<file path="src/rtl/qspi_pkg.sv">
// rtl/qspi_pkg.sv - opcodes, FSM state encoding and address width shared by the QSPI flash responder
package qspi_pkg;

  localparam int ADDR_W = 24;

  localparam logic [7:0] OP_READ  = 8'h03;
  localparam logic [7:0] OP_QREAD = 8'h6B;
  localparam logic [7:0] OP_RDID  = 8'h9F;

  localparam logic [3:0] OE_SINGLE = 4'b0010;
  localparam logic [3:0] OE_QUAD   = 4'b1111;

  typedef enum logic [2:0] {
    ST_IDLE   = 3'd0,
    ST_CMD    = 3'd1,
    ST_ADDR   = 3'd2,
    ST_DUMMY  = 3'd3,
    ST_DATA_1 = 3'd4,
    ST_DATA_4 = 3'd5,
    ST_ID     = 3'd6,
    ST_IGNORE = 3'd7
  } qspi_state_t;

endpackage

</file>
<file path="src/rtl/qspi_sync_edge.sv">
// rtl/qspi_sync_edge.sv - 2-flop synchronizer with rise/fall detection on the synchronized value
module qspi_sync_edge (
  input  logic mclk,
  input  logic rst_n,
  input  logic async_in,
  output logic rise,
  output logic fall
);

  logic meta_q;
  logic sync_q;
  logic prev_q;

  // Resetting to 0 means a line held low through reset never produces a fall
  // until it has first been seen high.
  always_ff @(posedge mclk or negedge rst_n) begin
    if (!rst_n) begin
      meta_q <= 1'b0;
      sync_q <= 1'b0;
      prev_q <= 1'b0;
    end else begin
      meta_q <= async_in;
      sync_q <= meta_q;
      prev_q <= sync_q;
    end
  end

  assign rise = sync_q & ~prev_q;
  assign fall = ~sync_q & prev_q;

endmodule

</file>
<file path="src/rtl/qspi_flash_responder.sv">
// rtl/qspi_flash_responder.sv - QSPI flash responder serving 0x03/0x6B reads from a backing store
// Optional feature macro QSPI_RESP_READID_EN adds 0x9F read-ID and the JEDEC_ID parameter.
module qspi_flash_responder
  import qspi_pkg::*;
#(
  parameter int DUMMY_CYCLES = 8
`ifdef QSPI_RESP_READID_EN
  ,
  parameter logic [23:0] JEDEC_ID = 24'hEF4018
`endif
) (
  input  logic              mclk,
  input  logic              RESETn,
  input  logic              sck,
  input  logic              cs_n,
  input  logic [3:0]        io_in,
  output logic [3:0]        io_out,
  output logic [3:0]        io_oe,
  output logic              mem_rd,
  output logic [ADDR_W-1:0] mem_addr,
  input  logic [7:0]        mem_rdata,
  output logic              busy,
  output logic              cmd_err
);

  localparam logic [7:0] DUMMY_LAST = 8'(DUMMY_CYCLES - 1);

  logic sck_rise, sck_fall, cs_rise, cs_fall;

  qspi_sync_edge u_sck_sync (
    .mclk     (mclk),
    .rst_n    (RESETn),
    .async_in (sck),
    .rise     (sck_rise),
    .fall     (sck_fall)
  );

  qspi_sync_edge u_cs_sync (
    .mclk     (mclk),
    .rst_n    (RESETn),
    .async_in (cs_n),
    .rise     (cs_rise),
    .fall     (cs_fall)
  );

  qspi_state_t state_q, state_d;
  logic        cmd_err_d;
  logic [7:0]  opcode_q;
  logic [22:0] shift_q;
  logic [4:0]  bit_cnt;
  logic [7:0]  dummy_cnt;
  logic [7:0]  out_sh;
  logic [2:0]  out_cnt;
  logic        rd_q;
  logic [7:0]  rbuf;
  logic [7:0]  cmd_word;
  logic [23:0] addr_word;
  logic        unused_io;

  // Address and opcode always arrive on IO0, so the upper pads are not sampled.
  assign unused_io = ^io_in[3:1];
  assign cmd_word  = {shift_q[6:0], io_in[0]};
  assign addr_word = {shift_q, io_in[0]};
  assign busy      = (state_q != ST_IDLE);

`ifdef QSPI_RESP_READID_EN
  logic [1:0] id_idx;
  logic [7:0] id_byte;

  always_comb begin
    id_byte = 8'h00;
    case (id_idx)
      2'd0:    id_byte = JEDEC_ID[23:16];
      2'd1:    id_byte = JEDEC_ID[15:8];
      2'd2:    id_byte = JEDEC_ID[7:0];
      default: id_byte = 8'h00;
    endcase
  end

  always_ff @(posedge mclk or negedge RESETn) begin
    if (!RESETn) begin
      id_idx <= 2'd0;
    end else if (cs_rise || state_q == ST_IDLE) begin
      id_idx <= 2'd0;
    end else if (state_q == ST_ID && sck_fall && out_cnt == 3'd0 && id_idx != 2'd3) begin
      id_idx <= id_idx + 2'd1;
    end
  end
`endif

  // A cs_n rise overrides every other transition, including a same-cycle sck edge.
  always_comb begin
    state_d   = state_q;
    cmd_err_d = 1'b0;
    if (cs_rise) begin
      state_d = ST_IDLE;
    end else begin
      case (state_q)
        ST_IDLE: if (cs_fall) state_d = ST_CMD;
        ST_CMD: begin
          if (sck_rise && bit_cnt == 5'd7) begin
            case (cmd_word)
              OP_READ, OP_QREAD: state_d = ST_ADDR;
`ifdef QSPI_RESP_READID_EN
              OP_RDID: state_d = ST_ID;
`endif
              default: begin
                state_d   = ST_IGNORE;
                cmd_err_d = 1'b1;
              end
            endcase
          end
        end
        ST_ADDR: begin
          if (sck_rise && bit_cnt == 5'd23) begin
            if (opcode_q == OP_READ) state_d = ST_DATA_1;
            else if (DUMMY_CYCLES == 0) state_d = ST_DATA_4;
            else state_d = ST_DUMMY;
          end
        end
        ST_DUMMY: if (sck_rise && dummy_cnt == DUMMY_LAST) state_d = ST_DATA_4;
        default: ;
      endcase
    end
  end

  always_ff @(posedge mclk or negedge RESETn) begin
    if (!RESETn) begin
      state_q   <= ST_IDLE;
      cmd_err   <= 1'b0;
      opcode_q  <= 8'h00;
      shift_q   <= '0;
      bit_cnt   <= 5'd0;
      dummy_cnt <= 8'd0;
      out_sh    <= 8'h00;
      out_cnt   <= 3'd0;
      rd_q      <= 1'b0;
      rbuf      <= 8'h00;
      mem_rd    <= 1'b0;
      mem_addr  <= '0;
      io_out    <= 4'h0;
      io_oe     <= 4'h0;
    end else begin
      state_q <= state_d;
      cmd_err <= cmd_err_d;
      mem_rd  <= 1'b0;
      rd_q    <= mem_rd;
      if (rd_q) rbuf <= mem_rdata;

      if (cs_rise || state_q == ST_IDLE) begin
        shift_q   <= '0;
        bit_cnt   <= 5'd0;
        dummy_cnt <= 8'd0;
        out_sh    <= 8'h00;
        out_cnt   <= 3'd0;
        io_out    <= 4'h0;
        io_oe     <= 4'h0;
      end else begin
        case (state_q)
          ST_CMD: begin
            if (sck_rise) begin
              shift_q <= {shift_q[21:0], io_in[0]};
              bit_cnt <= bit_cnt + 5'd1;
              if (bit_cnt == 5'd7) begin
                opcode_q <= cmd_word;
                bit_cnt  <= 5'd0;
              end
            end
          end
          ST_ADDR: begin
            if (sck_rise) begin
              shift_q <= {shift_q[21:0], io_in[0]};
              bit_cnt <= bit_cnt + 5'd1;
              if (bit_cnt == 5'd23) begin
                mem_rd   <= 1'b1;
                mem_addr <= addr_word;
                bit_cnt  <= 5'd0;
              end
            end
          end
          ST_DUMMY: if (sck_rise) dummy_cnt <= dummy_cnt + 8'd1;
          // Loading a byte consumes the prefetch buffer and immediately refills it.
          ST_DATA_1: begin
            if (sck_fall) begin
              io_oe <= OE_SINGLE;
              if (out_cnt == 3'd0) begin
                io_out   <= {2'b00, rbuf[7], 1'b0};
                out_sh   <= {rbuf[6:0], 1'b0};
                out_cnt  <= 3'd7;
                mem_rd   <= 1'b1;
                mem_addr <= mem_addr + 24'd1;
              end else begin
                io_out  <= {2'b00, out_sh[7], 1'b0};
                out_sh  <= {out_sh[6:0], 1'b0};
                out_cnt <= out_cnt - 3'd1;
              end
            end
          end
          ST_DATA_4: begin
            if (sck_fall) begin
              io_oe <= OE_QUAD;
              if (out_cnt == 3'd0) begin
                io_out   <= rbuf[7:4];
                out_sh   <= {rbuf[3:0], 4'h0};
                out_cnt  <= 3'd1;
                mem_rd   <= 1'b1;
                mem_addr <= mem_addr + 24'd1;
              end else begin
                io_out  <= out_sh[7:4];
                out_sh  <= {out_sh[3:0], 4'h0};
                out_cnt <= out_cnt - 3'd1;
              end
            end
          end
`ifdef QSPI_RESP_READID_EN
          ST_ID: begin
            if (sck_fall) begin
              io_oe <= OE_SINGLE;
              if (out_cnt == 3'd0) begin
                io_out  <= {2'b00, id_byte[7], 1'b0};
                out_sh  <= {id_byte[6:0], 1'b0};
                out_cnt <= 3'd7;
              end else begin
                io_out  <= {2'b00, out_sh[7], 1'b0};
                out_sh  <= {out_sh[6:0], 1'b0};
                out_cnt <= out_cnt - 3'd1;
              end
            end
          end
`endif
          default: ;
        endcase
      end
    end
  end

endmodule

</file>
<file path="config.mk">
export PLATFORM = sky130hd
export DESIGN_NAME = qspi_flash_responder
export DESIGN_NICKNAME = d
export VERILOG_FILES = /design/src/rtl/qspi_pkg.sv /design/src/rtl/qspi_sync_edge.sv /design/src/rtl/qspi_flash_responder.sv
export SDC_FILE = /design/constraint.sdc
export NUM_CORES = 1
export LEC_CHECK = 0
export BUFFER_PORTS_ARGS = -buffer_cell sky130_fd_sc_hd__buf_2
export CAP_MARGIN = 15
export CORE_MARGIN = 3
export CORE_UTILIZATION = 35
export DETAILED_ROUTE_END_ITERATION = 12
export GPL_ROUTABILITY_DRIVEN = 0
export GPL_TIMING_DRIVEN = 0
export PLACE_DENSITY = 0.52
export SYNTH_ARGS = -nofsm -noshare
export SYNTH_HDL_FRONTEND = slang
export SYNTH_SLANG_ARGS = --single-unit
</file>
<file path="constraint.sdc">
create_clock -name mclk -period 5.65 [get_ports mclk]
set_input_delay 0.2825 -clock mclk [delete_from_list [all_inputs] [get_ports mclk]]
set_output_delay 0.2825 -clock mclk [all_outputs]
set_load 0.02 [all_outputs]
</file>
==> reports/metrics.yaml <==
hold_violations: 0
post_cts_buffers: 0
final.setup_skew_ps: 16.4
setup_slack_ps: 3570
preCtsSetupSlack_ps: 3560
setup.worst_path.end: "mem_addr[23]"
clkTransAtPathRegs_ps: 70
power.ir.vdd_worst_v: 0.000176
drive_above_1_share: 0.226
drtIter0Drc: 314
finalNonFillerCells: 782
cp-end-kind: "flip-flop"
seqCellArea_sq_um: 2600
insertion_delay_ps: 360
chipHeight_microns: 129
drt_first_pass_iters: 5
detail-route-antenna-nets: 0
dp.cells: 765
diodes: 0
grt_setup_unrepaired: "false"
power.leakage_uw: 0.00281
synth_ff_type: "dfrtp_1"
synth_cell_type_count: 69
power.density_nw_per_um2: 459
hold_path_class: "input port to flip-flop"
ff2ff_setup_slack_ps: 3570
synth_mux_area_frac: 0.0683
clock_path_buffers: 2
ys_seq_elements: 104
synthXorXnorAreaFrac: 0.0116
worstRegToRegCells: 8
max_freq_mhz: 480
crit_start: "out_cnt[0]"
setup_viol: 0
status: "completed"
synth_compound_area_frac: 0.174
port_buffers: 47
grt_first_pass_wirelength_microns: 22300
nNetsFinal: 615
synthCells: 533
yosysWarnings: 0
holdPathStages: 1
cap_viol_max_count: 0
grt_pass1_vias: 4231
worstSetupStartpointType: "flip-flop"
cts_hold_buf: 1
avgRoutedWirePerCell_microns: 17.2
multi_input_area_sq_um: 2420
synth_nets: 555
path_max_fanout: 10
grt-ovfl-total: 0
yosys.area_share.simple: 0.190
num_rows: 44
period_minus_slack_ps: 2080
synthArstFlopShare: 1.00
start_util: 0.360
cts_buffers: 9
grt_antenna_before_repair: 0
die_x_microns: 129
root_buffer: "clkbuf_16"
r2r-end: "mem_addr[23]"
yosysSeqAreaShare: 0.494
syn_area_sq_um: 5270
synth_edf_count: 0
arrival_ps: 2300
critPathKind: "flip-flop to flip-flop"
relSlewSlack: 0.529
timing.hold.ws_ps: 39.0
cts_tree: "done"
tns_ps: 0
viasPerCell: 5.49
num-fill-cells: 1480
slew_viol_final: 0
synth_top_family_by_area: "simple AND/OR/NAND/NOR gates"
cts.sinks: 104
vias: 4294
die-area_sq_um: 16600
hpwl_microns: 9300
grt_usage: 0.169
tightest_slew_ps: 706
htreeDepth: 3
final.period_utilization: 0.368
detail_route.drc_violations: 0
crit_required_ps: 5870
cts_resized: 0
wl_microns: 13400
core_sq_um: 14600
r2r_start: "out_cnt[0]"
synth_fa_ha_area_frac: 0.0142
areaGrowthSynthToFinish_pct: 15.9
grt_max_degree: 68
pin_count: 51
avgSynthCellArea_sq_um: 9.89
-- cell type report --
cell class | count | share of cell area
timing repair buffer | 49 | 0.0451
clock buffer | 10 | 0.0391
inverter | 8 | 0.00533
buffer | 39 | 0.0356
multi-input combinational | 382 | 0.396
clock inverter | 6 | 0.0150
tap | 184 | 0.0377
sequential | 104 | 0.426
-- routing by layer --
layer	vias to the layer above	GRT usage	wire length, microns
met2	118	0.262	6190
li1	2052	-	-
met1	2106	0.232	6340
met4	0	0.0544	212
met5	-	0	0
met3	18	0.0436	696
-- stage by stage --
stage          power [uW]   util  area, sq um
6_report             2800  0.417         6110
5_1_grt              2990  0.417         6110
4_1_cts              2830  0.417         6110
3_5_place_dp         2130  0.394         5770
3_3_place_gp         2100  0.392         5740
2_1_floorplan        1770      -         5270
-- sequential cells by signal (all words and copies together) (netlist names), 2 cells and up --
signal,count
out_sh,7
opcode_q,8
mem_addr,24
shift_q,23
state_q,3
io_out,4
io_oe,2
rbuf,8
bit_cnt,5
dummy_cnt,8
out_cnt,3
-- worst max-delay path, stage by stage (launching register included) --
cell and delay [ps]:
dfrtp_1 390, inv_1 80, ha_1 200, nor2b_1 320
and3_1 290, o21ai_4 130, inv_4 150, buf_2 280
a21oi_1 110
-- synth_stat cells (5+ instances only) --
cell type    n  area (sq um)
and3_1      10          62.6
buf_4        5          37.5
o22ai_1     10          62.6
a21oi_1     38           190
ha_1         6          75.1
o21ai_0     48           240
nand4_1      8          50.1
nand2_1     86           323
clkbuf_1    10          37.5
inv_1        7          26.3
mux2i_1      9          90.1
nand2b_1     5          31.3
buf_2       16          80.1
mux2_2      16           180
dfrtp_1    104          2600
nor2_1      20          75.1
and4_1       5          43.8
nand3_1     27           135
-- worst min-delay path by stage --
stage | startpoint | endpoint | slack, ps
after detailed placement | RESETn | mem_addr[15] | 290
final | cs_n | u_cs_sync.meta_q | 40
after floorplan | RESETn | bit_cnt[0] | -10
after CTS | cs_n | u_cs_sync.meta_q | 20
after global placement | u_sck_sync.meta_q | u_sck_sync.sync_q | 330
after global routing | sck | u_sck_sync.meta_q | 20
-- cell usage in the layout, fill, tap and decap left out, types with 3 or more instances in the layout --
| cell | count |
|---|---|
| a21oi_2 | 3 |
| xor2_1 | 4 |
| ha_1 | 6 |
| buf_4 | 6 |
| clkbuf_16 | 9 |
| a2bb2oi_1 | 3 |
| nand2b_1 | 5 |
| a2bb2oi_2 | 4 |
| buf_6 | 4 |
| nand3_1 | 27 |
| a21oi_1 | 38 |
| nor2b_1 | 4 |
| and4_1 | 5 |
| and3_1 | 10 |
| xnor2_1 | 3 |
| dfrtp_1 | 104 |
| a31oi_1 | 4 |
| nor2_1 | 20 |
| mux2i_1 | 9 |
| o41ai_1 | 3 |
| buf_2 | 62 |
| or4_1 | 3 |
| o21ai_1 | 3 |
| nand2_1 | 86 |
| inv_1 | 7 |
| a211oi_1 | 3 |
| nand4_1 | 8 |
| o22ai_1 | 10 |
| mux4_2 | 4 |
| a21o_1 | 3 |
| nor3_1 | 3 |
| clkbuf_1 | 10 |
| mux2_2 | 16 |
| o21ai_0 | 48 |
| a22o_1 | 4 |
-- where the power goes --
| part | switching [uW] | internal [uW] |
|---|---|---|
| Clock | 286 | 403 |
| Sequential | 168 | 890 |
| Combinational | 671 | 383 |
| Total | 1120 | 1680 |
-- cells by family (layout without fill, tap and decap cells) --
| kind of cell | after synthesis | after routing |
|---|---|---|
| and+or+nand+nor | 196 | 196 |
| buffers and inverters | 47 | 112 |
| xor gates and xnor gates | 7 | 7 |
| muxes | 29 | 29 |
| DFF | 104 | 104 |
| AOI/OAI and AO/OA | 144 | 144 |
| adders and majority gates | 6 | 6 |
Power figures use the tool's default switching activity.
